--- config.mk ---
export PLATFORM = sky130hd
export DESIGN_NAME = pipe_front_ctrl_flat
export DESIGN_NICKNAME = d
export VERILOG_FILES = /design/src/rtl/pipe_front_ctrl_if.sv /design/src/rtl/pipe_front_ctrl.sv /design/src/flat_wrapper.sv
export SDC_FILE = /design/constraint.sdc
export NUM_CORES = 1
export LEC_CHECK = 0
export CORE_MARGIN = 2
export CORE_UTILIZATION = 33
export CTS_CLUSTER_SIZE = 30
export DETAILED_ROUTE_END_ITERATION = 16
export MAX_ROUTING_LAYER = met4
export PLACE_DENSITY_LB_ADDON = 0.2
export SYNTH_ARGS = -nofsm -noshare
export SYNTH_HDL_FRONTEND = slang
export SYNTH_SLANG_ARGS = --single-unit
--- constraint.sdc ---
create_clock -name clk -period 12.7 [get_ports clk]
set_input_delay 1.905 -clock clk [delete_from_list [all_inputs] [get_ports clk]]
set_output_delay 1.905 -clock clk [all_outputs]
set_load 0.05 [all_outputs]
--- src/rtl/pipe_front_ctrl_if.sv ---
// Signal bundle between the hazard unit / fetch side and the front-end pipeline
// register controller. clk and rst are kept outside the bundle.
interface pipe_front_ctrl_if #(
    parameter int CTRL_W = 10,
    parameter int CNT_W  = 16
);
    // There is no valid/ready pairing on this bundle: every directive is a level
    // sampled at each rising clk edge, and every output is a registered value
    // that is stable for the whole following cycle.
    logic              PcWrite;
    logic              IRWrite;
    logic              zeroCntrl;
    logic              flush;
    logic              PcSrc;
    logic              Jmp;
    logic [31:0]       branchTarget;
    logic [31:0]       jumpTarget;
    logic [31:0]       instrIn;
    logic [CTRL_W-1:0] ctrlIn;

    logic [31:0]       pcOut;
    logic [31:0]       ifidInstr;
    logic [31:0]       ifidPc4;
    logic              ifidValid;
    logic [CTRL_W-1:0] idexCtrl;
    logic              idexValid;
    logic [1:0]        pipeState;
    logic [CNT_W-1:0]  stallCount;
    logic [CNT_W-1:0]  flushCount;
    logic              stallTimeout;

    modport master (
        output PcWrite, IRWrite, zeroCntrl, flush, PcSrc, Jmp,
               branchTarget, jumpTarget, instrIn, ctrlIn,
        input  pcOut, ifidInstr, ifidPc4, ifidValid, idexCtrl, idexValid,
               pipeState, stallCount, flushCount, stallTimeout
    );

    modport slave (
        input  PcWrite, IRWrite, zeroCntrl, flush, PcSrc, Jmp,
               branchTarget, jumpTarget, instrIn, ctrlIn,
        output pcOut, ifidInstr, ifidPc4, ifidValid, idexCtrl, idexValid,
               pipeState, stallCount, flushCount, stallTimeout
    );
endinterface

--- src/rtl/pipe_front_ctrl.sv ---
// Front-end pipeline register controller: owns PC, IF/ID and the ID/EX control
// half, applies holds/flushes/bubbles, and keeps stall/flush statistics.
module pipe_front_ctrl #(
    parameter logic [31:0] RESET_PC    = 32'h0000_0000,
    parameter int          CTRL_W      = 10,
    parameter int          CNT_W       = 16,
    parameter int          STALL_LIMIT = 8
) (
    input logic               clk,
    input logic               rst,
    pipe_front_ctrl_if.slave  bus
);
    typedef enum logic [1:0] {
        BOOT  = 2'b00,
        RUN   = 2'b01,
        STALL = 2'b10,
        FLUSH = 2'b11
    } state_t;

    localparam int                RUN_W    = $clog2(STALL_LIMIT + 1);
    localparam logic [RUN_W-1:0]  LIMIT    = RUN_W'(STALL_LIMIT);
    localparam logic [RUN_W-1:0]  LIMIT_M1 = RUN_W'(STALL_LIMIT - 1);

    state_t            state;
    logic [31:0]       pc;
    logic [31:0]       ifid_instr;
    logic [31:0]       ifid_pc4;
    logic              ifid_valid;
    logic [CTRL_W-1:0] idex_ctrl;
    logic              idex_valid;
    logic [CNT_W-1:0]  stall_cnt;
    logic [CNT_W-1:0]  flush_cnt;
    logic [RUN_W-1:0]  run_len;
    logic              timeout;

    logic [31:0] pc_plus4;
    logic        accept_flush;

    assign pc_plus4     = pc + 32'd4;
    // A stall outranks a flush presented in the same cycle; the flush is redone later.
    assign accept_flush = bus.IRWrite & bus.flush & ~bus.zeroCntrl;

    always_ff @(posedge clk or posedge rst) begin
        if (rst) begin
            pc         <= RESET_PC;
            ifid_instr <= '0;
            ifid_pc4   <= '0;
            ifid_valid <= 1'b0;
            idex_ctrl  <= '0;
            idex_valid <= 1'b0;
        end else begin
            if (bus.PcWrite) begin
                if (bus.Jmp)        pc <= bus.jumpTarget;
                else if (bus.PcSrc) pc <= bus.branchTarget;
                else                pc <= pc_plus4;
            end
            if (bus.IRWrite) begin
                if (bus.flush) begin
                    ifid_instr <= '0;
                    ifid_pc4   <= '0;
                    ifid_valid <= 1'b0;
                end else begin
                    ifid_instr <= bus.instrIn;
                    ifid_pc4   <= pc_plus4;
                    ifid_valid <= 1'b1;
                end
            end
            if (bus.zeroCntrl) begin
                idex_ctrl  <= '0;
                idex_valid <= 1'b0;
            end else begin
                idex_ctrl  <= bus.ctrlIn;
                idex_valid <= ifid_valid;
            end
        end
    end

    // pipeState records the action taken at the most recent edge.
    always_ff @(posedge clk or posedge rst) begin
        if (rst) begin
            state <= BOOT;
        end else if (bus.zeroCntrl) begin
            state <= STALL;
        end else if (accept_flush) begin
            state <= FLUSH;
        end else begin
            state <= RUN;
        end
    end

    always_ff @(posedge clk or posedge rst) begin
        if (rst) begin
            stall_cnt <= '0;
            flush_cnt <= '0;
            run_len   <= '0;
            timeout   <= 1'b0;
        end else begin
            if (bus.zeroCntrl && (stall_cnt != {CNT_W{1'b1}})) begin
                stall_cnt <= stall_cnt + 1'b1;
            end
            if (accept_flush && (flush_cnt != {CNT_W{1'b1}})) begin
                flush_cnt <= flush_cnt + 1'b1;
            end
            if (!bus.zeroCntrl) begin
                run_len <= '0;
            end else if (run_len != LIMIT) begin
                run_len <= run_len + 1'b1;
            end
            // Sticky: set on the edge where the run length reaches the limit.
            if (bus.zeroCntrl && (run_len >= LIMIT_M1)) begin
                timeout <= 1'b1;
            end
        end
    end

    assign bus.pcOut        = pc;
    assign bus.ifidInstr    = ifid_instr;
    assign bus.ifidPc4      = ifid_pc4;
    assign bus.ifidValid    = ifid_valid;
    assign bus.idexCtrl     = idex_ctrl;
    assign bus.idexValid    = idex_valid;
    assign bus.pipeState    = state;
    assign bus.stallCount   = stall_cnt;
    assign bus.flushCount   = flush_cnt;
    assign bus.stallTimeout = timeout;
endmodule

--- src/flat_wrapper.sv ---
// flat-port wrapper written by rule: the top's interface ports become plain ports
module pipe_front_ctrl_flat 
#(
    parameter logic [31:0] RESET_PC    = 32'h0000_0000,
    parameter int          CTRL_W      = 10,
    parameter int          CNT_W       = 16,
    parameter int          STALL_LIMIT = 8
)
  (clk, rst, bus_PcWrite, bus_IRWrite, bus_zeroCntrl, bus_flush, bus_PcSrc, bus_Jmp, bus_branchTarget, bus_jumpTarget, bus_instrIn, bus_ctrlIn, bus_pcOut, bus_ifidInstr, bus_ifidPc4, bus_ifidValid, bus_idexCtrl, bus_idexValid, bus_pipeState, bus_stallCount, bus_flushCount, bus_stallTimeout);
  pipe_front_ctrl_if #(.CTRL_W(CTRL_W), .CNT_W(CNT_W)) bus_i ();
  input logic clk;
  input logic rst;
  input wire logic [$bits(bus_i.PcWrite)-1:0] bus_PcWrite;
  input wire logic [$bits(bus_i.IRWrite)-1:0] bus_IRWrite;
  input wire logic [$bits(bus_i.zeroCntrl)-1:0] bus_zeroCntrl;
  input wire logic [$bits(bus_i.flush)-1:0] bus_flush;
  input wire logic [$bits(bus_i.PcSrc)-1:0] bus_PcSrc;
  input wire logic [$bits(bus_i.Jmp)-1:0] bus_Jmp;
  input wire logic [$bits(bus_i.branchTarget)-1:0] bus_branchTarget;
  input wire logic [$bits(bus_i.jumpTarget)-1:0] bus_jumpTarget;
  input wire logic [$bits(bus_i.instrIn)-1:0] bus_instrIn;
  input wire logic [$bits(bus_i.ctrlIn)-1:0] bus_ctrlIn;
  output wire logic [$bits(bus_i.pcOut)-1:0] bus_pcOut;
  output wire logic [$bits(bus_i.ifidInstr)-1:0] bus_ifidInstr;
  output wire logic [$bits(bus_i.ifidPc4)-1:0] bus_ifidPc4;
  output wire logic [$bits(bus_i.ifidValid)-1:0] bus_ifidValid;
  output wire logic [$bits(bus_i.idexCtrl)-1:0] bus_idexCtrl;
  output wire logic [$bits(bus_i.idexValid)-1:0] bus_idexValid;
  output wire logic [$bits(bus_i.pipeState)-1:0] bus_pipeState;
  output wire logic [$bits(bus_i.stallCount)-1:0] bus_stallCount;
  output wire logic [$bits(bus_i.flushCount)-1:0] bus_flushCount;
  output wire logic [$bits(bus_i.stallTimeout)-1:0] bus_stallTimeout;
  assign bus_i.PcWrite = bus_PcWrite;
  assign bus_i.IRWrite = bus_IRWrite;
  assign bus_i.zeroCntrl = bus_zeroCntrl;
  assign bus_i.flush = bus_flush;
  assign bus_i.PcSrc = bus_PcSrc;
  assign bus_i.Jmp = bus_Jmp;
  assign bus_i.branchTarget = bus_branchTarget;
  assign bus_i.jumpTarget = bus_jumpTarget;
  assign bus_i.instrIn = bus_instrIn;
  assign bus_i.ctrlIn = bus_ctrlIn;
  assign bus_pcOut = bus_i.pcOut;
  assign bus_ifidInstr = bus_i.ifidInstr;
  assign bus_ifidPc4 = bus_i.ifidPc4;
  assign bus_ifidValid = bus_i.ifidValid;
  assign bus_idexCtrl = bus_i.idexCtrl;
  assign bus_idexValid = bus_i.idexValid;
  assign bus_pipeState = bus_i.pipeState;
  assign bus_stallCount = bus_i.stallCount;
  assign bus_flushCount = bus_i.flushCount;
  assign bus_stallTimeout = bus_i.stallTimeout;
  pipe_front_ctrl #(.RESET_PC(RESET_PC), .CTRL_W(CTRL_W), .CNT_W(CNT_W), .STALL_LIMIT(STALL_LIMIT)) u_core (.clk(clk), .rst(rst), .bus(bus_i));
endmodule
# Yosys cells after proc, flatten, opt, wreduce, memory -nomap -nowiden
# Index checks and enable logic that the tools add are counted.
# Widths: inputs -> output; s select.
[word_totals]
regBits = 147
in_bits = 114
out_inout_bits = 143
word_cells = 37
[classes]
addsub = 4
magnitude_cmp = 1
n_eq_ne = 4
mux = 11
bitwise = 3
reduce_logical = 3
[op_table]
columns = ["cell", "count"]
rows = [
  ["$mux 32", 4],
  ["$add 16x1->16 const B", 2],
  ["$add 32x3->32 const B", 1],
  ["$ne 16x16->1 const B", 2],
  ["$mux 10", 1],
  ["$mux 4", 2],
  ["$add 4x1->4 const B", 1],
  ["$ge 4x3->1 const B", 1],
  ["$mux 2", 2],
  ["$ne 4x4->1 const B", 1],
  ["$logic_and 1x1->1", 3],
  ["$and 1x1->1", 2],
  ["$mux 1", 2],
  ["$ne 2x1->1 const B", 1],
  ["$not 1->1", 1],
]

# Logic depth before layout (Yosys ltp)
[logic_depth]
ltp_word = 4
mapped_depth = 8
ltp_nobuf = 6

# Worst setup path before layout
# Ideal clock, no wire load.
[synth_path]
path_type = "input-to-reg"
from = "input port bus_Jmp"
to = "register u_core.pc[11], in the netlist u_core.bus.pcOut[11]"
setup_time_ns = 0.131
arrival_time_ns = 3.270
t_required_ns = 12.569
path_slack_ns = 9.299
cell_stages = 7
path_buffers = 2
cell_sequence = "clkbuf_1 > clkinv_1 > nand2_1 > clkbuf_1 > nor2_1 > a222oi_1 > o2bb2ai_1"
[synth_between]
elab_chain_cells = 1
[synth_rtl]
columns = ["item", "line_no", "source"]
rows = [
  ["from (decl)", "flat_wrapper.sv:18", "input wire logic [$bits(bus_i.Jmp)-1:0] bus_Jmp;"],
  ["$mux 32", "pipe_front_ctrl.sv:53", "if (bus.Jmp) pc <= bus.jumpTarget;"],
  ["to (signal assigned)", "pipe_front_ctrl.sv:53", ""],
  ["to (signal assigned)", "pipe_front_ctrl.sv:54", "else if (bus.PcSrc) pc <= bus.branchTarget;"],
  ["to (signal assigned)", "pipe_front_ctrl.sv:55", "else pc <= pc_plus4;"],
  ["to (decl)", "pipe_front_ctrl.sv:25", "logic [31:0] pc;"],
]
# No other way between the ends.
# A chain may end at the register's enable or synchronous reset.

# Worst setup path in the final report
[layout_path]
from = "input port bus_Jmp"
to = "register u_core.pc[27], in the netlist u_core.bus.pcOut[27]"
# Same word-level chain as after synthesis.

==> summary.txt <==
Run status
  • Status: completed

Routing
  • Iteration-0 DRC Markers: roughly 320
  • Antenna viol nets, final: 0
  • First-pass iteration count of the detailed router: 5
  • DR vias/cell: 5.18
  • Drc violations: 0
  • DR WL/cell: 17.9 um
  • Final WL: between 20 and 25 mm
  • Vias: between 6000 and 7000

Synth
  • Flops & latches, synth: ~150
  • Synth top area cells: dfrtp_1 (53%), a22o_1 (7.5%), xnor2_1 (4.1%)
  • Cells after Synth: between 600 and 700
  • Sequential area share after synthesis: a little over half
  • Yosys top cell area share: 52.7%
  • Post-synth top cells: dfrtp_1 (147), a22o_1 (60), nand2_1 (52)
  • Ys async rst share: 100%
  • Ys Warns: 0
  • Syn Area/Cell: 10.5 um^2
  • Mapped Area: 0.00698 mm^2
  • Post-synth EDFFs: 0
  • Count leader, synth: dfrtp_1
  • Top FF cell, synth: dfrtp_1
  • Post-Syn Nets: around 780
  • Area leader, netlist: dfrtp_1
  • Netlist cell types: 58

Setup path
  • Critical path, cell by cell: clkdlybuf4s50_1 -> buf_4 -> clkinv_1 -> nand2_1 -> buf_4 -> nor2_1 -> a222oi_1 -> o2bb2ai_1
  • WP data arrival: just over 4000 ps
  • Worst path bufs/invs: 4
  • CP max FO: 35
  • CP Data Required Time: between 10000 and 15000 ps
  • CP most frequent cell: buf_4
  • CP Class: in2reg
  • Crit end category: register
  • Stages on worst setup path: 8
  • Crit-path slowest cell: clkdlybuf4s50_1
  • CP delay by family, top: buffers and inverters
  • Worst r2r path cells: 6
  • Startpoint types: input pin
  • Max stage delay on crit path: 450 ps

Power
  • Logic pwr share: 30.8%
  • Clk pwr share: between 30% and 40%
  • Seq pwr share: 36.8%
  • Sw Share: 36.4%
  • VDD IR max: around 0.000087 V
  • Leakage: 4.31 nW
  • Internal power: slightly above 1 mW
  • Psw: between 500 and 600 uW
  • Power per cell area: around 160 mW/mm^2

Clocking
  • Htree depth: 4
  • Clock Latency Late Sink: 420 ps
  • Clk pin slew, worst setup/hold paths: ~60 ps
  • # hold bufs at CTS: 0
  • Clock sinks: roughly 150
  • Clock Tree Buf Depth: 2
  • Setup bufs post-CTS: 0
  • Post_cts resized: 0
  • Root buffer cell: clkbuf_16
  • CTS Buf Count: 17
  • CTS tree: done

STA
  • Setup violators final: 0
  • Period utilisation layout: a little under a third
  • Max Clk Rate: ~260 MHz
  • Tmin final: about 3900 ps
  • Slew margin rel.: around a third
  • Final Skew: 7.83 ps
  • Final Slew Violations: 0
  • Setup TNS: 0 ps
  • Actual slew at the worst max-slew pin: between 1000 and 1500 ps
  • Final hold vios: 0
  • RSZ-0062 raised after global routing: false
  • Hold_ws: ~480 ps

Floorplan
  • Die X: between 100 and 150 um
  • Initial Util: between 30% and 40%
  • # IOs: ~260
  • Area of the core: between 0.02 and 0.025 mm^2
  • # rows: 53
  • Die area: around 0.022 mm^2
  • Die H: between 100 and 150 um

GRT
  • Gr usage total: roughly a fifth
  • Vias in the first global route: 5972
  • Met2 usage: 29.9%
  • Largest net degree at the start of global routing: just under 80
  • GRT Residual Overflow: 0
  • GRT busiest layer: met2
  • GR Util met3: approximately 4.9%
  • Global Route met1 Usage: about a quarter
  • First-pass GRT wire length: 33.7 mm
  • Initial antenna violation count: 0

Layout
  • Ant diodes: 0
  • Nets: about 1000
  • Design area: 0.0104 mm^2
  • Fill cells: roughly 1900
  • Area Growth Syn to Fin: 48.6%
  • Layout cell share with drive strength beyond 1: 5.68%

Hold path
  • Min-delay worst type: reg2reg
  • Hold depth: 2

Placement
  • Hpwl dp: between 15 and 20 mm
  • Port Buf Inserts: 256
  • Placed inst area: just under 0.01 mm^2
  • Final GP Congestion: roughly 0.8

Run
  • Max Cap Violations: 0
registers in the layout, summed over array words and instances, names as in the netlist:
register                 flops
u_core.bus.ifidValid         1
u_core.bus.pipeState         2
u_core.run_len               4
u_core.bus.pcOut            32
u_core.bus.flushCount       16
u_core.bus.idexCtrl         10
u_core.bus.ifidInstr        32
u_core.bus.stallTimeout      1
u_core.bus.stallCount       16
u_core.bus.idexValid         1
u_core.bus.ifidPc4          32
worst paths after layout:
path / start / to / slack [ps]
hold / removal: u_core.bus.ifidPc4[28] / u_core.bus.ifidPc4[28] / 480
max in group asynchronous: rst / u_core.bus.stallCount[4] / 9280
hold reg to reg: u_core.bus.ifidPc4[28] / u_core.bus.ifidPc4[28] / 480
min in group asynchronous: rst / u_core.bus.ifidInstr[11] / 1950
setup / recovery: bus_Jmp / u_core.bus.pcOut[27] / 8840
setup reg to reg: u_core.bus.pcOut[2] / u_core.bus.ifidPc4[18] / 10140
cell families (layout without fill, tap and decap cells):
kind of cell             count (synthesis)  count (layout)  synth area share [%]
adder cells (fa/ha/maj)                  5               5                 0.896
buffers and inverters                   60             311                  3.64
multiplexers                             7               7                  1.09
AO/OA/AOI/OAI                          182             182                  19.7
AND/OR/NAND/NOR                        210             210                  15.3
XOR/XNOR                                53              53                  6.65
flip-flops                             147             147                  52.7
stage by stage:
step	util (%)	setup slack (ps)	power (mW)	cells
detailed placement	46.7	8450	1.10	1158
CTS	49.7	8880	1.63	1190
floorplan	-	6840	0.902	664
finish	49.7	8840	1.62	1190
global placement	46.7	8480	1.10	1158
global route	49.7	8680	1.69	1190
worst reg2reg max path, stage by stage, from the launching register on:
cell	delay, ps
dfrtp_1	500
ha_1	390
nand2_1	120
nor4_1	780
and3_1	350
xor2_1	220
a22o_1	160
routing by layer:
layer | wire [um] | share of wire, %
met5 | 0 | 0
met4 | 288 | 1.3
met3 | 1580 | 7.4
met2 | 9840 | 46
met1 | 9630 | 45
power by group through the flow:
stage	registers, mW	clock network, mW	logic (mW)
detailed placement	0.602	0	0.501
floorplan	0.781	0	0.121
CTS	0.594	0.536	0.503
global route	0.605	0.555	0.528
finish	0.594	0.524	0.498
global placement	0.600	0	0.500
cells in the final DEF, fill, tap and decap left out, drive strengths merged, types with 7 or more instances in the layout:
master,count
and3,17
a22o,60
clkbuf,18
nand4,14
nor3,15
nand2,52
clkinv,7
dfrtp,147
o21ai,29
inv,18
clkdlybuf4s50,256
nor2,35
xnor2,33
o2bb2ai,12
nor2b,12
xor2,20
nand3,35
buf,7
nor4,8
a21oi,17
o31ai,13
a22oi,7
cell type report:
class | instances | area (um^2) | share of cell area [%]
clock buffers | 18 | 439 | 4.23
clock inverters | 14 | 176 | 1.70
inverters | 16 | 65.1 | 0.627
multi-input cells | 457 | 3050 | 29.4
flip-flops and latches | 147 | 3680 | 35.5
well taps | 275 | 344 | 3.32
repair buffers | 263 | 2620 | 25.2
No activity file was read; power rests on OpenSTA's default activity.
